**src/rtl/fetch_stage_if.sv**
```systemverilog
// rtl/fetch_stage_if.sv - fetch stage control, instruction memory and IF/ID bus
//
// Groups every non-clock/reset signal of fetch_stage.
//   master : the fetch stage (drives imem_addr, IF/ID fields, status)
//   slave  : the surrounding core (drives stall/redirect/halt, returns imem_instr)
interface fetch_stage_if;
  logic        stall;
  logic        redirect;
  logic [31:0] redirect_target;
  logic        halt_req;
  logic [31:0] imem_addr;
  logic [31:0] imem_instr;
  logic [31:0] id_instr;
  logic [31:0] id_pc;
  logic [31:0] id_pc_plus4;
  logic        id_valid;
  logic        halted;
  logic        fetch_fault;
  logic [31:0] fault_pc;
  logic [31:0] fetch_count;

  modport master (
    input  stall, redirect, redirect_target, halt_req, imem_instr,
    output imem_addr, id_instr, id_pc, id_pc_plus4, id_valid,
           halted, fetch_fault, fault_pc, fetch_count
  );

  modport slave (
    output stall, redirect, redirect_target, halt_req, imem_instr,
    input  imem_addr, id_instr, id_pc, id_pc_plus4, id_valid,
           halted, fetch_fault, fault_pc, fetch_count
  );
endinterface

```
**src/rtl/fetch_stage.sv**
```systemverilog
// rtl/fetch_stage.sv - RV32I instruction-fetch stage with PC, IF/ID register and fault detection
//
// Ports:
//   clk   : rising-edge clock
//   rst_n : synchronous active-low reset
//   bus   : fetch_stage_if.master - stall/redirect/halt inputs, combinational
//           instruction memory (imem_addr -> imem_instr), IF/ID outputs,
//           halted / fetch_fault / fault_pc / fetch_count status
module fetch_stage #(
  parameter logic [31:0] RESET_PC   = 32'h0000_0000,
  parameter logic [31:0] NOP_INSTR  = 32'h0000_0013,
  parameter int          IMEM_WORDS = 256
) (
  input  logic          clk,
  input  logic          rst_n,
  fetch_stage_if.master bus
);

  localparam logic [31:0] PC_LIMIT = 32'(4 * IMEM_WORDS);

  typedef enum logic [1:0] {
    BOOT   = 2'd0,
    RUN    = 2'd1,
    HALTED = 2'd2
  } state_t;

  state_t      r_state, w_state_nxt;
  logic [31:0] r_pc, w_pc_nxt;
  logic [31:0] r_id_instr, w_id_instr_nxt;
  logic [31:0] r_id_pc, w_id_pc_nxt;
  logic [31:0] r_id_pc_plus4, w_id_pc_plus4_nxt;
  logic        r_id_valid, w_id_valid_nxt;
  logic        r_fault, w_fault_nxt;
  logic [31:0] r_fault_pc, w_fault_pc_nxt;
  logic [31:0] r_count, w_count_nxt;

  logic w_target_bad;
  logic w_pc_oob;

  assign w_target_bad = (bus.redirect_target[1:0] != 2'b00) || (bus.redirect_target >= PC_LIMIT);
  assign w_pc_oob     = (r_pc >= PC_LIMIT);

  always_ff @(posedge clk) begin
    if (!rst_n) begin
      r_state       <= BOOT;
      r_pc          <= RESET_PC;
      r_id_instr    <= NOP_INSTR;
      r_id_pc       <= 32'h0;
      r_id_pc_plus4 <= 32'h4;
      r_id_valid    <= 1'b0;
      r_fault       <= 1'b0;
      r_fault_pc    <= 32'h0;
      r_count       <= 32'h0;
    end else begin
      r_state       <= w_state_nxt;
      r_pc          <= w_pc_nxt;
      r_id_instr    <= w_id_instr_nxt;
      r_id_pc       <= w_id_pc_nxt;
      r_id_pc_plus4 <= w_id_pc_plus4_nxt;
      r_id_valid    <= w_id_valid_nxt;
      r_fault       <= w_fault_nxt;
      r_fault_pc    <= w_fault_pc_nxt;
      r_count       <= w_count_nxt;
    end
  end

  always_comb begin
    w_state_nxt       = r_state;
    w_pc_nxt          = r_pc;
    w_id_instr_nxt    = r_id_instr;
    w_id_pc_nxt       = r_id_pc;
    w_id_pc_plus4_nxt = r_id_pc_plus4;
    w_id_valid_nxt    = r_id_valid;
    w_fault_nxt       = r_fault;
    w_fault_pc_nxt    = r_fault_pc;
    w_count_nxt       = r_count;

    case (r_state)
      BOOT: begin
        w_state_nxt    = RUN;
        w_id_valid_nxt = 1'b0;
      end

      RUN: begin
        if (bus.halt_req) begin
          w_state_nxt    = HALTED;
          w_id_valid_nxt = 1'b0;
          w_id_instr_nxt = NOP_INSTR;
        end else if (bus.redirect) begin
          w_id_valid_nxt = 1'b0;
          w_id_instr_nxt = NOP_INSTR;
          if (w_target_bad) begin
            w_state_nxt    = HALTED;
            w_fault_nxt    = 1'b1;
            w_fault_pc_nxt = bus.redirect_target;
          end else begin
            // Squash the wrong-path word; the target is fetched next edge.
            w_pc_nxt = bus.redirect_target;
          end
        end else if (bus.stall) begin
          // Hold everything.
        end else if (w_pc_oob) begin
          w_state_nxt    = HALTED;
          w_fault_nxt    = 1'b1;
          w_fault_pc_nxt = r_pc;
          w_id_valid_nxt = 1'b0;
          w_id_instr_nxt = NOP_INSTR;
        end else begin
          w_id_instr_nxt    = bus.imem_instr;
          w_id_pc_nxt       = r_pc;
          w_id_pc_plus4_nxt = r_pc + 32'd4;
          w_id_valid_nxt    = 1'b1;
          w_pc_nxt          = r_pc + 32'd4;
          w_count_nxt       = r_count + 32'd1;
        end
      end

      HALTED: begin
        w_id_valid_nxt = 1'b0;
      end

      default: begin
        w_state_nxt = BOOT;
      end
    endcase
  end

  assign bus.imem_addr   = r_pc;
  assign bus.id_instr    = r_id_instr;
  assign bus.id_pc       = r_id_pc;
  assign bus.id_pc_plus4 = r_id_pc_plus4;
  assign bus.id_valid    = r_id_valid;
  assign bus.halted      = (r_state == HALTED);
  assign bus.fetch_fault = r_fault;
  assign bus.fault_pc    = r_fault_pc;
  assign bus.fetch_count = r_count;

endmodule
```
**src/flat_wrapper.sv**
```systemverilog
// flat-port wrapper written by rule: the top's interface ports become plain ports
module fetch_stage_flat 
#(
  parameter logic [31:0] RESET_PC   = 32'h0000_0000,
  parameter logic [31:0] NOP_INSTR  = 32'h0000_0013,
  parameter int          IMEM_WORDS = 256
)
  (clk, rst_n, bus_stall, bus_redirect, bus_redirect_target, bus_halt_req, bus_imem_instr, bus_imem_addr, bus_id_instr, bus_id_pc, bus_id_pc_plus4, bus_id_valid, bus_halted, bus_fetch_fault, bus_fault_pc, bus_fetch_count);
  fetch_stage_if bus_i ();
  input  logic clk;
  input  logic rst_n;
  input wire logic [$bits(bus_i.stall)-1:0] bus_stall;
  input wire logic [$bits(bus_i.redirect)-1:0] bus_redirect;
  input wire logic [$bits(bus_i.redirect_target)-1:0] bus_redirect_target;
  input wire logic [$bits(bus_i.halt_req)-1:0] bus_halt_req;
  input wire logic [$bits(bus_i.imem_instr)-1:0] bus_imem_instr;
  output wire logic [$bits(bus_i.imem_addr)-1:0] bus_imem_addr;
  output wire logic [$bits(bus_i.id_instr)-1:0] bus_id_instr;
  output wire logic [$bits(bus_i.id_pc)-1:0] bus_id_pc;
  output wire logic [$bits(bus_i.id_pc_plus4)-1:0] bus_id_pc_plus4;
  output wire logic [$bits(bus_i.id_valid)-1:0] bus_id_valid;
  output wire logic [$bits(bus_i.halted)-1:0] bus_halted;
  output wire logic [$bits(bus_i.fetch_fault)-1:0] bus_fetch_fault;
  output wire logic [$bits(bus_i.fault_pc)-1:0] bus_fault_pc;
  output wire logic [$bits(bus_i.fetch_count)-1:0] bus_fetch_count;
  assign bus_i.stall = bus_stall;
  assign bus_i.redirect = bus_redirect;
  assign bus_i.redirect_target = bus_redirect_target;
  assign bus_i.halt_req = bus_halt_req;
  assign bus_i.imem_instr = bus_imem_instr;
  assign bus_imem_addr = bus_i.imem_addr;
  assign bus_id_instr = bus_i.id_instr;
  assign bus_id_pc = bus_i.id_pc;
  assign bus_id_pc_plus4 = bus_i.id_pc_plus4;
  assign bus_id_valid = bus_i.id_valid;
  assign bus_halted = bus_i.halted;
  assign bus_fetch_fault = bus_i.fetch_fault;
  assign bus_fault_pc = bus_i.fault_pc;
  assign bus_fetch_count = bus_i.fetch_count;
  fetch_stage #(.RESET_PC(RESET_PC), .NOP_INSTR(NOP_INSTR), .IMEM_WORDS(IMEM_WORDS)) u_core (.clk(clk), .rst_n(rst_n), .bus(bus_i));
endmodule
```
**config.mk**
```make
export PLATFORM = sky130hd
export DESIGN_NAME = fetch_stage_flat
export DESIGN_NICKNAME = d
export VERILOG_FILES = /design/src/rtl/fetch_stage_if.sv /design/src/rtl/fetch_stage.sv /design/src/flat_wrapper.sv
export SDC_FILE = /design/constraint.sdc
export NUM_CORES = 1
export LEC_CHECK = 0
export CAP_MARGIN = 15
export CORE_MARGIN = 5
export CORE_UTILIZATION = 40
export DETAILED_ROUTE_END_ITERATION = 8
export DONT_BUFFER_PORTS = 1
export GPL_TIMING_DRIVEN = 0
export PLACE_DENSITY_LB_ADDON = 0.25
export SYNTH_ARGS = -nofsm -noshare
export SYNTH_HDL_FRONTEND = slang
export SYNTH_SLANG_ARGS = --single-unit
export TNS_END_PERCENT = 100
```
**constraint.sdc**
```tcl
create_clock -name clk -period 2.03 [get_ports clk]
set_clock_uncertainty 0.15 [all_clocks]
set_input_delay 0.406 -clock clk [delete_from_list [all_inputs] [get_ports clk]]
set_output_delay 0.406 -clock clk [all_outputs]
set_load 0.02 [all_outputs]
```
==> metrics.cfg <==
[power_and_ir_drop]
powerDensity_mw_per_mm2 = 768
vdd_ir_drop_max_uv = 565
p_clk_share_pct = 41.4
switching_share_pct = 27.0
leakage_nw = 3.87
power.total_mw = 7.86
p_seq_share_pct = 50.5
pwr-share-comb_pct = 8.1
switchingPower_mw = 2.13
internal-power_mw = 5.73

[synthesis]
yosysWarnings = 0
syn_nets = 855
netlist_area_mm2 = 0.00740
synth_edf_count = 0
synth_seq_cells = 194
syn_inst = 783
synth_cell_type_count = 59
syn_area_per_cell_um2 = 9.46
seq_area_frac_synth_pct = 52.5
synth_flop_cell = dfxtp_1
synthArstFlopShare_pct = 0

[detailed_routing]
wl_per_cell_um = 22.3
routed_via_density = 5.70
wirelength_um = 24900
drt_first_pass_iters = 5
ant_nets = 0
drc = 0
drt_iter0_markers = 371
vias = 6383

[floorplanning]
start_util_pct = 40.9
pin_count = 264
num_rows = 49
dieWidth_um = 146
dieHeight_um = 146
dieArea_mm2 = 0.0213
core-area_mm2 = 0.0181

[final_layout]
fill_cells = 1567
finish.net_count = 948
final_util_pct = 56.6
area_delta_synth_final_pct = 38.3
seq_area_mm2 = 0.00402
design_area_mm2 = 0.0102
drive_above_1_share_pct = 33.7
multiInputGateArea_mm2 = 0.00400

[setup_path]
crit_family = simple AND/OR/NAND/NOR gates
worstSetupPathDepth = 6
critPathMaxStageDelay_ns = 0.45
path_max_fanout = 7
cp_data_arrival_time_ns = 2.45
crit_path_top_delay_cell = or4_1
crit_chain = nor4_4 -> and4_4 -> nand4_4 -> buf_6 -> or4_1 -> a21oi_1
worst_r2r_path_depth = 6
start_kind = register
crit_required_ns = 2.23
criticalPathCategory = register to register
end_kind = register
critPathBufInv = 1

[grt]
use_met3_pct = 9.45
antenna_found_initial = 1
grt.busiest_layer = met2
grt_pass1_wl_um = 36400
met1_usage_pct = 25.4
grt_pass1_vias = 6136
grt_use_total_pct = 21.6
overflow = 0
grt_max_degree = 20
met2_usage_pct = 35.7

[sta]
fin_ws_ns = -0.216
worstMarginPinSlew_ns = 0.890
fin_crit_sh_pct = 111
maxSlewViolCount = 0
rsz0062_at_grt = yes
fin_crit_ns = 2.25
finalSetupTns_ns = -10.47
maxSlewHeadroom_pct = 40.6
setup_viol = 130
hold_violations = 0
fmax_mhz = 445

[cts]
cts_num_sinks = 194
worstSkewPairLatency_ns = 0.43
cts_buffers = 17
clkTransAtPathRegs_ns = 0.08
clock_path_buffers = 2
cts_tree = yes
htree_levels = 4
root_buffer = clkbuf_16

[placed_design]
dpl_worst_slack_ns = -0.642
dpl.hpwl_um = 17200
place_congestion = 0.839
placed_area_mm2 = 0.00778
port_buffers = 0

[job]
max_cap_violations = 0

[hold_path]
whs_path_depth = 2
hold_class = primary input to register

[run_status]
status = finished with violations
violations = setup timing

## final cells by class
cell class                 count  share of cell area, %
clock buffer                  17                   4.15
inverter                       6                  0.220
clock inverter                15                   1.39
sequential                   194                   39.2
tap                          229                   2.80
buffer                        60                   4.61
timing repair buffer          79                   8.46
multi-input combinational    518                   39.1
antenna                        1                 0.0244
## power groups by stage
stage	clock [mW]	combinational, mW	sequential, mW
floorplan	0	0.284	4.05
global placement	0	0.385	4.08
CTS	3.31	0.509	3.97
detailed placement	0	0.388	4.08
finish	3.25	0.636	3.97
global route	3.50	0.683	3.98
## registers in the layout (all words and copies together) (netlist names)
signal                  count
u_core.bus.fetch_count     32
u_core.bus.id_instr        32
u_core.bus.fetch_fault      1
u_core.bus.id_pc           30
u_core.bus.id_valid         1
u_core.r_state              2
u_core.bus.id_pc_plus4     32
u_core.bus.imem_addr       32
u_core.bus.fault_pc        32
## Yosys cell counts (5+ instances only)
master	number	area [um^2]
a21oi_1	37	185
nand4_1	11	68.8
nor4_1	12	75.1
a22oi_1	30	225
dfxtp_1	194	3880
and4_1	5	43.8
o31ai_1	10	75.1
xor2_1	5	43.8
buf_2	9	45.0
nor3_1	7	35.0
clkbuf_1	49	184
nand2_1	59	221
or3_1	11	68.8
xnor2_1	13	114
or4_1	10	75.1
nand3_1	17	85.1
inv_1	5	18.8
nor2_1	84	315
o21ai_0	17	85.1
mux2i_1	28	280
a211oi_1	34	255
o211ai_1	5	37.5
and3_1	69	432
## worst register-to-register path, stage by stage (launching register included)
cell	delay, ns
dfxtp_4	0.39
nor4_4	0.34
and4_4	0.36
nand4_4	0.18
buf_6	0.16
or4_1	0.45
a21oi_1	0.14
## per-layer routing
metal	share of wire [%]	routed length, um
met2	49	12200
met1	39	9750
met4	2.2	557
met3	9.7	2410
met5	0	0
## cell usage in the layout, fill, tap and decap left out, drive strengths merged, types with 3 or more instances in the layout
cell / Yosys / final
inv: 5 / 13
and2: 4 / 4
a2111oi: 3 / 3
nor3: 7 / 7
o31ai: 10 / 10
or4: 10 / 10
and3: 71 / 71
nand4: 12 / 12
o21ai: 17 / 17
o211ai: 5 / 5
nand3: 17 / 17
a211oi: 34 / 34
or3: 13 / 13
a22oi: 30 / 30
nor4: 14 / 14
clkbuf: 49 / 56
o211a: 3 / 3
xnor2: 13 / 13
clkinv: 1 / 7
and4: 5 / 5
nand2: 60 / 60
dlygate4sd3: 0 / 33
nor2: 84 / 84
ha: 3 / 3
dfxtp: 194 / 194
a32o: 4 / 4
o22ai: 3 / 3
a21oi: 37 / 37
mux2i: 28 / 28
a311oi: 3 / 3
xor2: 5 / 5
buf: 16 / 67
## timing repair
action                                  4_1_cts  5_1_grt
pin swaps                                    37       58
hold endpoints to repair                     33        0
endpoints found under the setup margin      193      183
gates cloned                                  2        7
resized for setup                           147      169
buffers inserted                             20       17
hold buffers                                 33        0
## metrics by stage
step | hold WS [ns] | instances
floorplan | 0.356 | 783
global placement | 0.370 | 1012
detailed placement | 0.375 | 1012
CTS | 0.0105 | 1096
global route | 0.0239 | 1119
finish | 0.0353 | 1119
## final timing paths
check	from	slack [ns]	end
worst max-delay path	u_core.bus.imem_addr[30]$_SDFFE_PN0P_	-0.22	u_core.bus.fetch_count[27]$_SDFFE_PN0P_
worst min-delay path	bus_redirect_target[5]	0.04	u_core.bus.fault_pc[5]$_SDFFE_PN0P_
worst max register to register	u_core.bus.imem_addr[30]$_SDFFE_PN0P_	-0.22	u_core.bus.fetch_count[27]$_SDFFE_PN0P_
worst min register to register	u_core.bus.fetch_count[23]$_SDFFE_PN0P_	0.38	u_core.bus.fetch_count[23]$_SDFFE_PN0P_
## kinds of logic after synthesis
kind of cell             synth area share (%)
AO/OA/AOI/OAI                            14.6
XOR/XNOR                                 2.13
adder cells (fa/ha/maj)                 0.507
buffers and inverters                    4.06
flip-flops                               52.5
multiplexers                             3.79
AND/OR/NAND/NOR                          22.5
(Power assumes the default switching activity.)
